--- config.mk ---
export PLATFORM = sky130hd
export DESIGN_NAME = cl_cfg_tst_rsp
export DESIGN_NICKNAME = d
export VERILOG_FILES = /design/src/rtl/cl_cfg_tst_rsp.sv
export SDC_FILE = /design/constraint.sdc
export NUM_CORES = 1
export LEC_CHECK = 0
export ABC_AREA = 1
export CAP_MARGIN = 20
export CORE_MARGIN = 2
export CORE_UTILIZATION = 45
export DETAILED_ROUTE_END_ITERATION = 10
export GPL_TIMING_DRIVEN = 0
export SYNTH_ARGS = -nofsm -noshare
export SYNTH_HDL_FRONTEND = slang
export SYNTH_SLANG_ARGS = --single-unit
export TNS_END_PERCENT = 5
--- constraint.sdc ---
create_clock -name clk -period 17 [get_ports clk]
set_clock_uncertainty 0.15 [all_clocks]
set_input_delay 5.1 -clock clk [delete_from_list [all_inputs] [get_ports clk]]
set_output_delay 5.1 -clock clk [all_outputs]
set_load 0.01 [all_outputs]
--- src/rtl/cl_cfg_tst_rsp.sv ---
// cl_cfg_tst_rsp: responder end of the cfg_bus.
// Decodes 1-clk cfg_wr/cfg_rd pulses into a 256-byte register window. It
// answers each accepted request with a 1-clk cfg_ack exactly ACK_DLY clocks
// after the pulse. The block also holds a one-shot busy timer and saturating
// access counters.
// Optional feature: define CL_CFG_TST_RSP_TSTAMP_EN to build the TSC / TSTART
// timestamp registers at offsets 0x24 / 0x28.
//
// Handshake: cfg_wr / cfg_rd are single-cycle request pulses. They are only
// accepted while the FSM is IDLE; a pulse in any other state is dropped and
// sets the sticky STAT.ovr bit. Each accepted request gets exactly one
// cfg_ack pulse. For reads, cfg_rdata is valid with that pulse and holds
// until the next read ack. A write takes effect on the edge that accepts it,
// so the effect is visible before the ack. A pulse with both wr and rd
// high is handled as a write and also sets ovr.
// ACK_DLY must lie in 1..15.

module cl_cfg_tst_rsp #(
    parameter int unsigned ACK_DLY = 2,
    parameter logic [31:0] BLK_ID  = 32'h0000_0000
) (
    input  logic        clk,
    input  logic        rst,
    input  logic [31:0] cfg_addr,
    input  logic [31:0] cfg_wdata,
    input  logic        cfg_wr,
    input  logic        cfg_rd,
    output logic        cfg_ack,
    output logic [31:0] cfg_rdata,
    output logic        busy,
    output logic        done
);

    typedef enum logic [1:0] {
        ST_IDLE = 2'd0,
        ST_WAIT = 2'd1,
        ST_ACK  = 2'd2
    } state_t;

    localparam logic [3:0] DLY_LOAD = 4'(ACK_DLY - 1);
    localparam bit         DLY_ONE  = (ACK_DLY == 1);

    // Word indices (byte offset / 4)
    localparam logic [5:0] IDX_CTRL   = 6'h00;
    localparam logic [5:0] IDX_STAT   = 6'h01;
    localparam logic [5:0] IDX_LEN    = 6'h02;
    localparam logic [5:0] IDX_WRCNT  = 6'h03;
    localparam logic [5:0] IDX_RDCNT  = 6'h04;
    localparam logic [5:0] IDX_SCR0   = 6'h05;
    localparam logic [5:0] IDX_SCR1   = 6'h06;
    localparam logic [5:0] IDX_SCR2   = 6'h07;
    localparam logic [5:0] IDX_ID     = 6'h08;
`ifdef CL_CFG_TST_RSP_TSTAMP_EN
    localparam logic [5:0] IDX_TSC    = 6'h09;
    localparam logic [5:0] IDX_TSTART = 6'h0A;
`endif

    // FSM state, exposed as a plain variable so checkers can bind to it
    state_t      state;
    logic [3:0]  dly_cnt;
    logic        req_rd;
    logic [5:0]  req_idx;

    // Register file
    logic [15:0] len;
    logic [31:0] scr0;
    logic [31:0] scr1;
    logic [31:0] scr2;
    logic        ovr;
    logic [31:0] wrcnt;
    logic [31:0] rdcnt;
    logic [15:0] tmr_cnt;

    // Request decode
    logic        req_any;
    logic        accept;
    logic        acc_wr;
    logic [5:0]  acc_idx;
    logic        ack_fire;
    logic        fire_rd;
    logic        rd_fire;
    logic [5:0]  cap_idx;
    logic        ovr_set;
    logic        start_go;
    logic        clr_go;
    logic [31:0] rd_mux;

    // Only address bits [7:2] select a register
    logic        unused_addr;
    assign unused_addr = ^{cfg_addr[31:8], cfg_addr[1:0]};

    assign req_any  = cfg_wr | cfg_rd;
    assign accept   = (state == ST_IDLE) && req_any;
    assign acc_wr   = accept && cfg_wr;
    assign acc_idx  = cfg_addr[7:2];

    // The edge that raises cfg_ack: the accept edge itself when ACK_DLY=1,
    // otherwise the last WAIT clock.
    assign ack_fire = (accept && DLY_ONE) || ((state == ST_WAIT) && (dly_cnt == 4'd1));
    assign fire_rd  = (state == ST_IDLE) ? !cfg_wr : req_rd;
    assign rd_fire  = ack_fire && fire_rd;
    assign cap_idx  = (state == ST_IDLE) ? acc_idx : req_idx;

    assign ovr_set  = (req_any && (state != ST_IDLE)) ||
                      ((state == ST_IDLE) && cfg_wr && cfg_rd);
    assign start_go = acc_wr && (acc_idx == IDX_CTRL) && cfg_wdata[0] && !busy;
    assign clr_go   = acc_wr && (acc_idx == IDX_CTRL) && cfg_wdata[1];

`ifdef CL_CFG_TST_RSP_TSTAMP_EN
    logic [31:0] tsc;
    logic [31:0] tstart;

    // Free-running timestamp; TSTART records the TSC value of the clock after the start pulse
    always_ff @(posedge clk or posedge rst) begin
        if (rst) begin
            tsc    <= 32'h0;
            tstart <= 32'h0;
        end else begin
            tsc <= tsc + 32'h1;
            if (start_go) begin
                tstart <= tsc + 32'h1;
            end
        end
    end
`endif

    // Read-data mux for the request currently being acked
    always_comb begin
        rd_mux = 32'hdead_beef;
        case (cap_idx)
            IDX_CTRL:   rd_mux = 32'h0;
            IDX_STAT:   rd_mux = {29'h0, ovr, done, busy};
            IDX_LEN:    rd_mux = {16'h0, len};
            IDX_WRCNT:  rd_mux = wrcnt;
            IDX_RDCNT:  rd_mux = rdcnt;
            IDX_SCR0:   rd_mux = scr0;
            IDX_SCR1:   rd_mux = scr1;
            IDX_SCR2:   rd_mux = scr2;
            IDX_ID:     rd_mux = BLK_ID;
`ifdef CL_CFG_TST_RSP_TSTAMP_EN
            IDX_TSC:    rd_mux = tsc;
            IDX_TSTART: rd_mux = tstart;
`endif
            default:    rd_mux = 32'hdead_beef;
        endcase
    end

    // Request FSM: accept in IDLE, count down ACK_DLY, pulse ack for one clock
    always_ff @(posedge clk or posedge rst) begin
        if (rst) begin
            state     <= ST_IDLE;
            dly_cnt   <= 4'h0;
            req_rd    <= 1'b0;
            req_idx   <= 6'h0;
            cfg_ack   <= 1'b0;
            cfg_rdata <= 32'h0;
        end else begin
            case (state)
                ST_IDLE: begin
                    cfg_ack <= 1'b0;
                    if (req_any) begin
                        req_rd  <= !cfg_wr;
                        req_idx <= acc_idx;
                        dly_cnt <= DLY_LOAD;
                        state   <= DLY_ONE ? ST_ACK : ST_WAIT;
                    end
                end
                ST_WAIT: begin
                    dly_cnt <= dly_cnt - 4'h1;
                    if (dly_cnt == 4'd1) begin
                        state <= ST_ACK;
                    end
                end
                ST_ACK: begin
                    cfg_ack <= 1'b0;
                    state   <= ST_IDLE;
                end
                default: begin
                    cfg_ack <= 1'b0;
                    state   <= ST_IDLE;
                end
            endcase
            if (ack_fire) begin
                cfg_ack <= 1'b1;
                if (fire_rd) begin
                    cfg_rdata <= rd_mux;
                end
            end
        end
    end

    // Writable registers and the sticky overrun flag (a new overrun beats a STAT write)
    always_ff @(posedge clk or posedge rst) begin
        if (rst) begin
            len  <= 16'h0;
            scr0 <= 32'h0;
            scr1 <= 32'h0;
            scr2 <= 32'h0;
            ovr  <= 1'b0;
        end else begin
            if (acc_wr) begin
                case (acc_idx)
                    IDX_LEN:  len  <= cfg_wdata[15:0];
                    IDX_SCR0: scr0 <= cfg_wdata;
                    IDX_SCR1: scr1 <= cfg_wdata;
                    IDX_SCR2: scr2 <= cfg_wdata;
                    default: ;
                endcase
            end
            if (ovr_set) begin
                ovr <= 1'b1;
            end else if (acc_wr && (acc_idx == IDX_STAT)) begin
                ovr <= 1'b0;
            end
        end
    end

    // Saturating access counters; writes count on accept, reads on their ack, clear wins
    always_ff @(posedge clk or posedge rst) begin
        if (rst) begin
            wrcnt <= 32'h0;
            rdcnt <= 32'h0;
        end else if (clr_go) begin
            wrcnt <= 32'h0;
            rdcnt <= 32'h0;
        end else begin
            if (acc_wr && (wrcnt != 32'hFFFF_FFFF)) begin
                wrcnt <= wrcnt + 32'h1;
            end
            if (rd_fire && (rdcnt != 32'hFFFF_FFFF)) begin
                rdcnt <= rdcnt + 32'h1;
            end
        end
    end

    // One-shot busy timer: busy for LEN clocks, done set on the clock busy falls
    always_ff @(posedge clk or posedge rst) begin
        if (rst) begin
            busy    <= 1'b0;
            done    <= 1'b0;
            tmr_cnt <= 16'h0;
        end else if (start_go) begin
            if (len == 16'h0) begin
                done <= 1'b1;
            end else begin
                busy    <= 1'b1;
                done    <= 1'b0;
                tmr_cnt <= len - 16'h1;
            end
        end else if (busy) begin
            if (tmr_cnt == 16'h0) begin
                busy <= 1'b0;
                done <= 1'b1;
            end else begin
                tmr_cnt <= tmr_cnt - 16'h1;
            end
        end
    end

endmodule
==> qor.json <==
{
  "outcome": {
    "result_of_the_run": "complete, no violations"
  },
  "finish": {
    "fraction_of_final_layout_cells_with_drive_strength_greater_than_1_pct": 6.563,
    "fillCellCount": 2782,
    "top_library_cells_by_usage_in_the_layout_fill_and_taps_aside": "sky130_fd_sc_hd__nand2_1, sky130_fd_sc_hd__dfrtp_1, sky130_fd_sc_hd__o21ai_0, sky130_fd_sc_hd__nor2_1, sky130_fd_sc_hd__inv_1",
    "finalNetCount": 1850,
    "layoutNonFillerInstCount": 2176,
    "fin_area_mm2": 0.01479,
    "num_antenna_cells": 0,
    "area_growth_syn_to_layout_pct": 17.87,
    "layout_commonest_cell": "sky130_fd_sc_hd__nand2_1"
  },
  "clocking": {
    "cts_hold_repair.buffers": 0,
    "ctsRootBufferMaster": "sky130_fd_sc_hd__clkbuf_16",
    "bufs_on_longest_clock_path": 3,
    "cts_tree": "yes",
    "clk_latency_ns": 0.56,
    "post_cts.resized_instances": 0,
    "cts.repair_timing.setup_buffer_count": 0,
    "cts.sinks": 241,
    "clkSlewWorstSetupHoldPaths_ns": 0.06,
    "cts_htree_levels": 1,
    "cts-buffers-inserted": 27
  },
  "timing": {
    "max_freq_mhz": 134.9,
    "finalHoldViolCount": 0,
    "timing_worst_slew_pin_value_ns": 0.6789,
    "post-route-min-period_ns": 7.415,
    "finalCritPeriodShare_pct": 43.62,
    "setup_viol": 0,
    "timing.max_slew.rel_slack_pct": 54.74,
    "final-max-slew-violation-count": 0,
    "setup_tns_ns": 0,
    "unrepaired_setup_endpoints_after_global_routing": "no"
  },
  "synthesis": {
    "mappedNetlistNets": 1743,
    "synth-seq-area-share_pct": 48.07,
    "ys.warnings.count": 0,
    "post_synth_instance_area_mm2": 0.01255,
    "syn-mean-instance-area_um2": 7.512,
    "dominantRegCellSynth": "sky130_fd_sc_hd__dfrtp_1",
    "yosysUniqueCellTypes": 40,
    "synth_edf_count": 0,
    "synth.ff_latch_count": 241,
    "syn-instance-count": 1670,
    "async_flop_share_pct": 100.0
  },
  "flow_run": {
    "cap_viol_max_count": 0
  },
  "min_path": {
    "whs_path_depth": 2,
    "min-delay-start": "cfg_rdata[4]",
    "min_to": "cfg_rdata[4]",
    "hold_path_class": "flip-flop to flip-flop"
  },
  "global_route": {
    "grt_usage_pct": 28.77,
    "antenna_found_initial": 0,
    "grt_first_pass_wirelength_mm": 64.36,
    "grt_start_max_net_pins": 108,
    "global_route.overflow_total": 0,
    "grt_pass1_vias": 11297
  },
  "worst_setup_path": {
    "path_common_cell": "sky130_fd_sc_hd__buf_2",
    "reg2reg_from": "state[0]",
    "crit-reg2reg-capture": "wrcnt[13]",
    "worstPathCellList": "clkdlybuf4s50_1 > inv_1 > nand2_1 > nor2_2 > buf_2 > nand3_1 > inv_2 > buf_2 > buf_2 > o31ai_1",
    "worst_setup_path_end_kind": "flip-flop",
    "worst_path_top_cell_family_by_delay": "buffers and inverters",
    "cp.required_ns": 17.27,
    "cp_num_cells": 10,
    "worst_path_max_fanout": 10,
    "worstSetupStartpointType": "input port",
    "path_class": "input port to flip-flop",
    "crit_path_max_incr_delay_ns": 0.46,
    "worst-r2r-setup-slack_ns": 14.22,
    "cp.buffers_inverters": 6,
    "arrival_ns": 7.68,
    "worst_r2r_path_depth": 9,
    "critical-path-slowest-cell": "sky130_fd_sc_hd__clkdlybuf4s50_1"
  },
  "detailed_routing": {
    "totalWireLength_mm": 40.81,
    "drt-pass1-iter-count": 6,
    "route.detailed.drc": 0,
    "avgRoutedWirePerCell_um": 18.75,
    "first_drt_iteration_drcs": 1130,
    "postRouteAntennaNets": 0,
    "via_count": 11750,
    "vias_per_cell": 5.400
  },
  "die": {
    "start_util_pct": 45.41,
    "die_width_um": 171.0,
    "core_region_area_mm2": 0.02763,
    "num_rows": 61,
    "dieHeight_um": 171.0,
    "boundaryPins": 103,
    "design.die.area_mm2": 0.02923
  },
  "power_and_ir_drop": {
    "ir_drop_v": 0.00007917,
    "pwr_density_cell_mw_per_mm2": 125.4,
    "power_w": 0.001855,
    "p_leak_nw": 6.833
  },
  "place": {
    "detailed_place_hpwl_mm": 30.21,
    "placed_cell_area_mm2": 0.01384,
    "io_buffers": 76,
    "placed_cells": 2126,
    "place.gp.congestion": 0.9788
  }
}
[where the power goes]
| group | internal, W | switching (W) |
|---|---|---|
| Sequential | 0.000669 | 0.0000837 |
| Combinational | 0.000171 | 0.000302 |
| Clock | 0.000383 | 0.000245 |
| Total | 0.00122 | 0.000631 |
[routing by layer]
layer | share of wire (%) | track usage [%] | vias up
met2 | 45 | 45.44 | 386
met1 | 45 | 40.76 | 5647
li1 | - | - | 5653
met5 | 0 | 0 | -
met3 | 6.4 | 4.603 | 64
met4 | 3.2 | 8.806 | 0
[flip-flops by register name, indices dropped and copies added, names as in the netlist]
register and count:
len 16, rdcnt 32, tmr_cnt 16, cfg_ack 1, busy 1, scr0 32, req_idx 6, req_rd 1
done 1, ovr 1, state 2, scr1 32, scr2 32, dly_cnt 4, wrcnt 32, cfg_rdata 32
[how the worst max path moves through the flow]
| stage | from | to |
|---|---|---|
| after floorplan | rst | busy |
| after global placement | rst | tmr_cnt[15] |
| after detailed placement | cfg_addr[7] | wrcnt[16] |
| after CTS | cfg_addr[6] | wrcnt[13] |
| after global routing | cfg_addr[5] | wrcnt[21] |
| final | cfg_addr[5] | wrcnt[13] |
[synthesized netlist by cell type (10+ instances only)]
master / n / area [um2]
sky130_fd_sc_hd__o22ai_1: 12 / 75.07
sky130_fd_sc_hd__nor2_4: 10 / 112.6
sky130_fd_sc_hd__nor2_1: 164 / 615.6
sky130_fd_sc_hd__clkbuf_1: 31 / 116.4
sky130_fd_sc_hd__nor4_1: 12 / 75.07
sky130_fd_sc_hd__nor3_1: 32 / 160.2
sky130_fd_sc_hd__nand3_1: 85 / 425.4
sky130_fd_sc_hd__inv_1: 159 / 596.8
sky130_fd_sc_hd__nand4_1: 41 / 256.5
sky130_fd_sc_hd__inv_2: 10 / 37.54
sky130_fd_sc_hd__a21oi_1: 56 / 280.3
sky130_fd_sc_hd__nand2_1: 511 / 1918
sky130_fd_sc_hd__o21ai_0: 186 / 930.9
sky130_fd_sc_hd__xor2_1: 13 / 113.9
sky130_fd_sc_hd__dfrtp_1: 241 / 6031
sky130_fd_sc_hd__buf_2: 18 / 90.09
[kinds of logic after synthesis]
kind of cell | share of synthesized area (%)
adder cells (fa/ha/maj) | 0.4987
XOR/XNOR | 1.187
AO/OA/AOI/OAI | 12.57
flip-flops | 48.07
multiplexers | 0.07979
buffers and inverters | 7.470
AND/OR/NAND/NOR | 30.13
[tightest hold or removal path: cells and delay by family, from the launching register on]
| family | cells | cell delay, ns |
|---|---|---|
| AND/OR/NAND/NOR | 2 | 0.10 |
| flip-flops | 1 | 0.34 |
[per-stage QoR]
stage                     setup WS (ns)  hold slack (ns)  utilization, %
after floorplan                   5.134           0.2965               -
after global placement            1.660           0.3121           49.87
after detailed placement          9.027           0.3145           50.10
after CTS                         9.593           0.3309           53.52
after global routing              9.425           0.3529           53.52
final                             9.585           0.3258           53.52
[final cells by class]
cell class | instances | area (um2) | share of cell area [%]
tap | 378 | 473.0 | 3.198
buffer | 60 | 296.5 | 2.005
clock inverter | 8 | 143.9 | 0.9730
inverter | 170 | 648.1 | 4.383
timing repair buffer | 78 | 815.8 | 5.517
sequential | 241 | 6031 | 40.78
clock buffer | 42 | 802.0 | 5.423
multi-input combinational | 1199 | 5578 | 37.72
Power figures use the tool's default switching activity.
